## config.mk

```make
export PLATFORM = sky130hd
export DESIGN_NAME = instr_fetch
export DESIGN_NICKNAME = d
export VERILOG_FILES = /design/src/rtl/instr_fetch.sv
export SDC_FILE = /design/constraint.sdc
export NUM_CORES = 1
export LEC_CHECK = 0
export CAP_MARGIN = 20
export CORE_MARGIN = 3
export CORE_UTILIZATION = 38
export CTS_BUF_LIST = sky130_fd_sc_hd__clkbuf_8
export DETAILED_ROUTE_END_ITERATION = 10
export GPL_TIMING_DRIVEN = 0
export PLACE_DENSITY = 0.75
export SETUP_SLACK_MARGIN = 0.2
export SYNTH_ARGS = -nofsm -noshare
export SYNTH_HDL_FRONTEND = slang
export SYNTH_SLANG_ARGS = --single-unit
```

## constraint.sdc

```tcl
create_clock -name clk_i -period 1.8 [get_ports clk_i]
set_input_delay 0.45 -clock clk_i [delete_from_list [all_inputs] [get_ports clk_i]]
set_output_delay 0.45 -clock clk_i [all_outputs]
set_load 0.01 [all_outputs]
```

## src/rtl/instr_fetch.sv

```systemverilog
// Instruction fetch stage: PC, one-at-a-time imem requests, valid/ready delivery to decode.
// Optional IFETCH_STAT_EN adds transfer/drop counters (stat_fetch_o, stat_drop_o).
module instr_fetch #(
    parameter int unsigned     PC_W     = 32,
    parameter logic [PC_W-1:0] RESET_PC = '0
) (
    input  logic            clk_i,
    input  logic            rst_i,
    output logic            imem_req_o,
    output logic [PC_W-1:0] imem_addr_o,
    input  logic            imem_valid_i,
    input  logic [31:0]     imem_data_i,
    input  logic            redirect_i,
    input  logic [PC_W-1:0] redirect_pc_i,
    output logic            instr_valid_o,
    input  logic            instr_ready_i,
    output logic [31:0]     instr_o,
    output logic [PC_W-1:0] instr_pc_o,
    output logic [5:0]      instr_op_o
`ifdef IFETCH_STAT_EN
    ,
    output logic [31:0]     stat_fetch_o,
    output logic [31:0]     stat_drop_o
`endif
);

    typedef enum logic [1:0] {StFetch, StWait, StHold, StDrop} state_e;

    state_e          state_q, state_d;
    logic [PC_W-1:0] pc_q, pc_d;
    logic [31:0]     instr_q, instr_d;
    logic [PC_W-1:0] instr_pc_q, instr_pc_d;

    always_ff @(posedge clk_i or negedge rst_i) begin
        if (!rst_i) begin
            state_q    <= StFetch;
            pc_q       <= RESET_PC;
            instr_q    <= '0;
            instr_pc_q <= '0;
        end else begin
            state_q    <= state_d;
            pc_q       <= pc_d;
            instr_q    <= instr_d;
            instr_pc_q <= instr_pc_d;
        end
    end

    always_comb begin
        state_d    = state_q;
        pc_d       = pc_q;
        instr_d    = instr_q;
        instr_pc_d = instr_pc_q;
        unique case (state_q)
            // A request issued alongside a redirect is still answered, so drain it.
            StFetch: state_d = redirect_i ? StDrop : StWait;
            StWait: begin
                if (redirect_i) begin
                    state_d = imem_valid_i ? StFetch : StDrop;
                end else if (imem_valid_i) begin
                    instr_d    = imem_data_i;
                    instr_pc_d = pc_q;
                    pc_d       = pc_q + PC_W'(4);
                    state_d    = StHold;
                end
            end
            StHold: begin
                if (redirect_i || instr_ready_i) begin
                    state_d = StFetch;
                end
            end
            StDrop: begin
                if (imem_valid_i) begin
                    state_d = StFetch;
                end
            end
            default: state_d = StFetch;
        endcase
        if (redirect_i) begin
            pc_d = {redirect_pc_i[PC_W-1:2], 2'b00};
        end
    end

    // Reset state is FETCH, so the request is gated to keep outputs quiet while in reset.
    assign imem_req_o    = (state_q == StFetch) && rst_i;
    assign imem_addr_o   = imem_req_o ? pc_q : '0;
    assign instr_valid_o = (state_q == StHold);
    assign instr_o       = instr_q;
    assign instr_pc_o    = instr_pc_q;
    assign instr_op_o    = instr_q[31:26];

`ifdef IFETCH_STAT_EN
    logic [31:0] stat_fetch_q, stat_drop_q;
    logic        fetch_evt, drop_evt;

    assign fetch_evt = (state_q == StHold) && instr_ready_i && !redirect_i;
    assign drop_evt  = imem_valid_i &&
                       ((state_q == StDrop) || ((state_q == StWait) && redirect_i));

    always_ff @(posedge clk_i or negedge rst_i) begin
        if (!rst_i) begin
            stat_fetch_q <= '0;
            stat_drop_q  <= '0;
        end else begin
            if (fetch_evt) stat_fetch_q <= stat_fetch_q + 32'd1;
            if (drop_evt)  stat_drop_q  <= stat_drop_q + 32'd1;
        end
    end

    assign stat_fetch_o = stat_fetch_q;
    assign stat_drop_o  = stat_drop_q;
`endif

endmodule

```

==> impl_results.md, run 1 <==
* Worst setup margin at -267.8 ps
* Placed Cells at 684
* Area leader, netlist: dfrtp_1
* Final min period at 2068 ps
* Async S/R FF share, synth at 1.000
* Fin cells at 746
* Die Area at 12870 um^2
* Antenna Nets Post-Route at 0
* Internal power at 6123 uW
* Static leakage at 0.003383 uW
* Switching share of power at 0.3131
* Drt wl/cell at 18.38 um
* Die H at 113.4 um
* IO Pins at 173
* Final #Nets at 672
* DRT iter0 DRCs at 164
* Routed wire length on met3 at 786 um
* Maximum vdd ir drop at 681.0 uV
* DR vias/cell at 4.983
* Seq cells post-synth at 94
* Cts bufs inserted at 9
* Fin. max-slew vios at 0
* Worst EP arrival at 1620 ps
* First-pass GRT wire length at 20630 um
* Root buffer cell: clkbuf_8
* Cell area power density at 1208 nW/um^2
* CTS tree: built
* Clk pwr share at 0.178
* Hold Path Class: primary input to async pin
* Number of synthesis warnings at 0
* Status: finished with violations
* Clock slew at reported path FFs at 100 ps
* Max cap viols at 0
* Worst endpoint required time at 1350 ps
* Initial antenna violation count at 0
* Most common cell after layout, fill and taps aside: dfrtp_1
* Fraction of layout cells with a size suffix above 1 at 0.4158
* Final Skew at 15.94 ps
* CP Max Fanout at 7
* Sequential power share at 0.378
* Synth Instances at 375
* Commonest non-fill, non-tap cells in the layout: dfrtp_1, clkdlybuf4s50_1, dlygate4sd2_1
* Failing checks: negative setup slack
* Fill count at 847
* Final setup vio count at 42
* Slew headroom at 0.5033
* CORE AREA at 11080 um^2
* Final hold vios at 0
* Post-synth EDFFs at 0
* Critical path class: flip-flop to output pin
* Syn avg cell area at 11.69 um^2
* Switching power of the nets at 2792 uW
* Clk_lat worst skew at 360 ps
* Initial core utilization at 0.3959
* FP Rows at 38
* Ranking of synthesized cells by area: dfrtp_1, mux2_2, and2_1
* Post-synth top area share at 0.5364
* Synth-to-Final Area Change at 68.33%
* Critical Path Source Type: flip-flop
* Post-Syn Area at 4385 um^2
* Seq/Total Area, Yosys at 0.5364
* Port Buf Inserts at 165
* Top_reg_cell synth: dfrtp_1
* Clock Sinks at 94
* Vias in the first global route at 3865
* RSZ-0062 raised after global routing: yes
* Drt total wl at 13710 um
* Worst Tran Pin Value at 742.6 ps
* M1 WL at 5784 um
* Detailed placement HPWL at 8455 um
* RD Place Congestion at 0.7470
* Utilization after layout at 0.6664
* # diodes at 0
* Router iterations before antenna repair at 4
* DRC viols at 0
* WL met2 at 6993 um
* CP Capture Type: output pin
* H-tree levels at 3
* FMAX at 483.6 MHz
* Highest metal used: met4
* Largest net degree at the start of global routing at 31
* Via count at 3717
* Die span in x at 113.4 um
* Congestion Overflow GR at 0
* Overall Global Routing Usage at 0.2028
* Combinational Power Share at 0.445
* Unique cell type count in the Yosys netlist at 41
* Maximum root-to-sink buffer count at 2
* Tcrit/Tclk final at 1.149
-- what timing repair did --
item,CTS,global route
pin swaps,21,8
gates cloned,7,4
setup buffers,23,12
hold buffers,1,0
resized for setup,328,59
hold endpoints to repair,16,0
setup endpoints to repair,187,126
-- cells in the mapped netlist, types with 7 or more instances --
| master | n |
|---|---|
| clkbuf_1 | 11 |
| and2_1 | 30 |
| nand3_1 | 14 |
| buf_4 | 12 |
| nand2_1 | 36 |
| mux2_2 | 62 |
| dfrtp_1 | 94 |
| o21ai_0 | 27 |
| xnor2_1 | 10 |
| nand4_1 | 7 |
| buf_2 | 7 |
| xor2_1 | 16 |
-- worst max-delay path, stage by stage, from the launching register on --
cell,delay [ps]
dfrtp_2,440
nor3b_4,200
buf_6,200
clkbuf_8,170
and2_4,140
buf_6,90
-- worst paths after layout --
| check | start | end | slack (ps) | cells past startpoint |
|---|---|---|---|---|
| setup / recovery | state_q[0]$_DFFE_PN0P_ | imem_addr_o[2] | -270 | 5 |
| hold / removal | rst_i | instr_o[27]$_DFFE_PN0P_ | 10 | 1 |
| setup reg to reg | state_q[0]$_DFFE_PN0P_ | pc_q[27]$_DFFE_PN0P_ | -170 | 8 |
| hold reg to reg | instr_o[3]$_DFFE_PN0P_ | instr_o[3]$_DFFE_PN0P_ | 510 | 1 |
| max in group asynchronous | rst_i | instr_pc_o[31]$_DFFE_PN0P_ | 600 | 2 |
| min in group clk_i | imem_valid_i | state_q[0]$_DFFE_PN0P_ | 480 | 2 |
-- cells by family after synthesis --
kind of cell             share of synthesized area
buffers and inverters                      0.04394
flip-flops                                  0.5364
other                                    0.0008551
AND/OR/NAND/NOR                             0.1609
XOR/XNOR                                   0.05192
AO/OA/AOI/OAI                              0.04166
adder cells (fa/ha/maj)                   0.002853
multiplexers                                0.1615
-- per-layer routing --
layer	vias up	track usage
met5	-	0
met4	0	0.05929
met3	12	0.03554
met2	129	0.3551
met1	1842	0.2582
li1	1734	-
-- flip-flops by register name, summed over array words and instances (netlist names) --
signal	cells
instr_o	32
instr_pc_o	30
pc_q	30
state_q	2
-- power groups by stage --
stage	logic, uW	registers [uW]	clock network [uW]
6_report	3960	3370	1580
5_1_grt	4220	3480	1690
4_1_cts	3750	3360	1610
3_5_place_dp	3740	3440	0
3_3_place_gp	3670	3380	0
2_1_floorplan	1270	3690	0
-- final cells by class --
class                   instances  area, um^2  area share
repair buffers                213        2146      0.2907
plain buffers                  31       327.8     0.04441
clock buffers                  11       151.4     0.02051
inverters                       4       15.01    0.002034
clock inverters                 4       71.32    0.009661
multi-input cells             249        2136      0.2893
flip-flops and latches         94        2360      0.3197
well taps                     140       175.2     0.02373
-- metrics by stage --
step | instance area, um^2 | TNS [ps] | power (uW) | hold slack, ps | worst slack, ps
floorplan | 4414 | 0 | 4964 | 154.4 | 69.21
global placement | 6241 | -482090 | 7053 | 489.0 | -4490
detailed placement | 6266 | -97100 | 7184 | 435.6 | -1618
CTS | 7044 | -7026 | 8727 | 8.900 | -238.2
global route | 7382 | -11280 | 9392 | 7.300 | -331.9
finish | 7382 | -8322 | 8915 | 12.64 | -267.8
No activity file was read; power rests on OpenSTA's default activity.
==> run 2, diff against run 1 <==
CORE_ASPECT_RATIO = 1.4   (was unset)
==> impl_results.md, run 2 (synthesized netlist as in run 1, its figures left out) <==
* Cell area power density at 1224 nW/um^2
* Switching power of the nets at 2994 uW
* Synth-to-Final Area Change at 76.58%
* Initial antenna violation count at 0
* Critical path launch point: state_q[0]$_DFFE_PN0P_
* Drt total wl at 14630 um
* Final Skew at 10.43 ps
* Clock Sinks at 94
* CTS tree: built
* Commonest non-fill, non-tap cells in the layout: dfrtp_1, clkdlybuf4s50_1, dlygate4sd2_1
* First-pass GRT wire length at 20960 um
* Drt wl/cell at 19.10 um
* CP Max Fanout at 10
* Maximum vdd ir drop at 574.3 uV
* Detailed placement HPWL at 8661 um
* Critical path class: flip-flop to output pin
* Final hold vios at 0
* Clock slew at reported path FFs at 100 ps
* Most common cell after layout, fill and taps aside: dfrtp_1
* Initial core utilization at 0.3974
* Worst endpoint required time at 1350 ps
* Maximum root-to-sink buffer count at 2
* Status: finished with violations
* Final #Nets at 690
* Congestion Overflow GR at 0
* DRC viols at 0
* Switching share of power at 0.3158
* Crit-path cells: nor3b_4 -> buf_6 -> clkbuf_16 -> and2_1 -> buf_2
* Clk_lat worst skew at 360 ps
* Router iterations before antenna repair at 4
* Post-placement setup slack at -1581 ps
* Largest net degree at the start of global routing at 33
* Max cap viols at 0
* TNS Setup at -8907 ps
* Worst setup margin at -249.9 ps
* Port Buf Inserts at 165
* Hold_ws at 13.33 ps
* Worst EP arrival at 1600 ps
* Cts bufs inserted at 9
* CORE AREA at 11040 um^2
* Final setup vio count at 92
* Slew headroom at 0.5378
* Final min period at 2050 ps
* # diodes at 0
* Sequential power share at 0.360
* Worst r2r src: state_q[0]$_DFFE_PN0P_
* Tcrit/Tclk final at 1.139
* M1 WL at 5824 um
* FP Rows at 45
* Worst Tran Pin Value at 691.0 ps
* Fill count at 796
* RSZ-0062 raised after global routing: yes
* Worst path max stage delay at 430 ps
* H-tree levels at 3
* Routed wire length on met3 at 747 um
* Hold Path Class: primary input to async pin
* Internal power at 6485 uW
* Via count at 3817
* Overall Global Routing Usage at 0.2038
* Vias in the first global route at 4005
* CP max stage cell: dfrtp_2
* Failing checks: negative setup slack
* Die span in x at 96.79 um
* Post-DP Area at 6267 um^2
* Critical Path Source Type: flip-flop
* Die H at 133.1 um
* Fraction of layout cells with a size suffix above 1 at 0.4272
* Static leakage at 0.003644 uW
* Root buffer cell: clkbuf_8
* Clk pwr share at 0.151
* WL met2 at 7718 um
* FMAX at 487.8 MHz
* Highest metal used: met4
* RD Place Congestion at 0.8137
* Number of flip-flops in the largest register at 32
* IO Pins at 173
* Combinational Power Share at 0.489
* DR vias/cell at 4.983
* Fin. max-slew vios at 0
* Fin area at 7744 um^2
* DRT iter0 DRCs at 118
* Antenna Nets Post-Route at 0
* Die Area at 12880 um^2
* CP Capture Type: output pin
-- run 2: final timing paths --
kind	slack, ps	end	depth (start not counted)
worst max-delay path	-250	imem_addr_o[18]	5
worst min-delay path	10	pc_q[20]$_DFFE_PN0P_	1
worst max register to register	-190	pc_q[7]$_DFFE_PN0P_	11
worst min register to register	510	instr_o[20]$_DFFE_PN0P_	1
max in group asynchronous	630	pc_q[10]$_DFFE_PN0P_	2
min in group clk_i	500	state_q[0]$_DFFE_PN0P_	2
-- run 2: layout make-up --
| class | instances | area, um^2 | area share |
|---|---|---|---|
| Sequential cell | 94 | 2369 | 0.3059 |
| Multi-Input combinational cell | 249 | 2322 | 0.2999 |
| Timing Repair Buffer | 231 | 2318 | 0.2994 |
| Buffer | 31 | 342.8 | 0.04427 |
| Tap cell | 141 | 176.4 | 0.02278 |
| Clock buffer | 10 | 137.6 | 0.01777 |
| Clock inverter | 6 | 62.56 | 0.008079 |
| Inverter | 4 | 15.01 | 0.001939 |
-- run 2: what timing repair did --
action | 4_1_cts | 5_1_grt
gates resized for setup | 298 | 135
setup buffers | 17 | 34
hold buffers | 3 | 0
pin swaps | 14 | 18
gates cloned | 6 | 5
endpoints found under the hold margin | 14 | 0
setup endpoints to repair | 187 | 125
-- run 2: per-stage QoR --
| stage | power, uW | instances | util |
|---|---|---|---|
| after floorplan | 4964 | 378 | - |
| after global placement | 7065 | 684 | 0.5656 |
| after detailed placement | 7202 | 685 | 0.5679 |
| after CTS | 8463 | 727 | 0.6260 |
| after global routing | 9964 | 766 | 0.7017 |
| final | 9479 | 766 | 0.7017 |
-- run 2: per-layer routing --
layer  vias up  global-route usage
li1       1765                   -
met1      1888              0.2375
met2       142              0.3652
met3        22             0.04453
met4         0             0.07650
met5         -                   0
-- run 2: critical path: cells and delay by family, from the launching register on --
kind	cells	cell delay, ps
buf+inv	3	430
flops	1	430
simple gates	2	380
-- run 2: power groups by stage --
stage | combinational (uW) | sequential, uW | clock [uW]
floorplan | 1270 | 3690 | 0
global placement | 3680 | 3390 | 0
detailed placement | 3760 | 3440 | 0
CTS | 3670 | 3360 | 1440
global route | 4900 | 3520 | 1550
finish | 4640 | 3410 | 1430
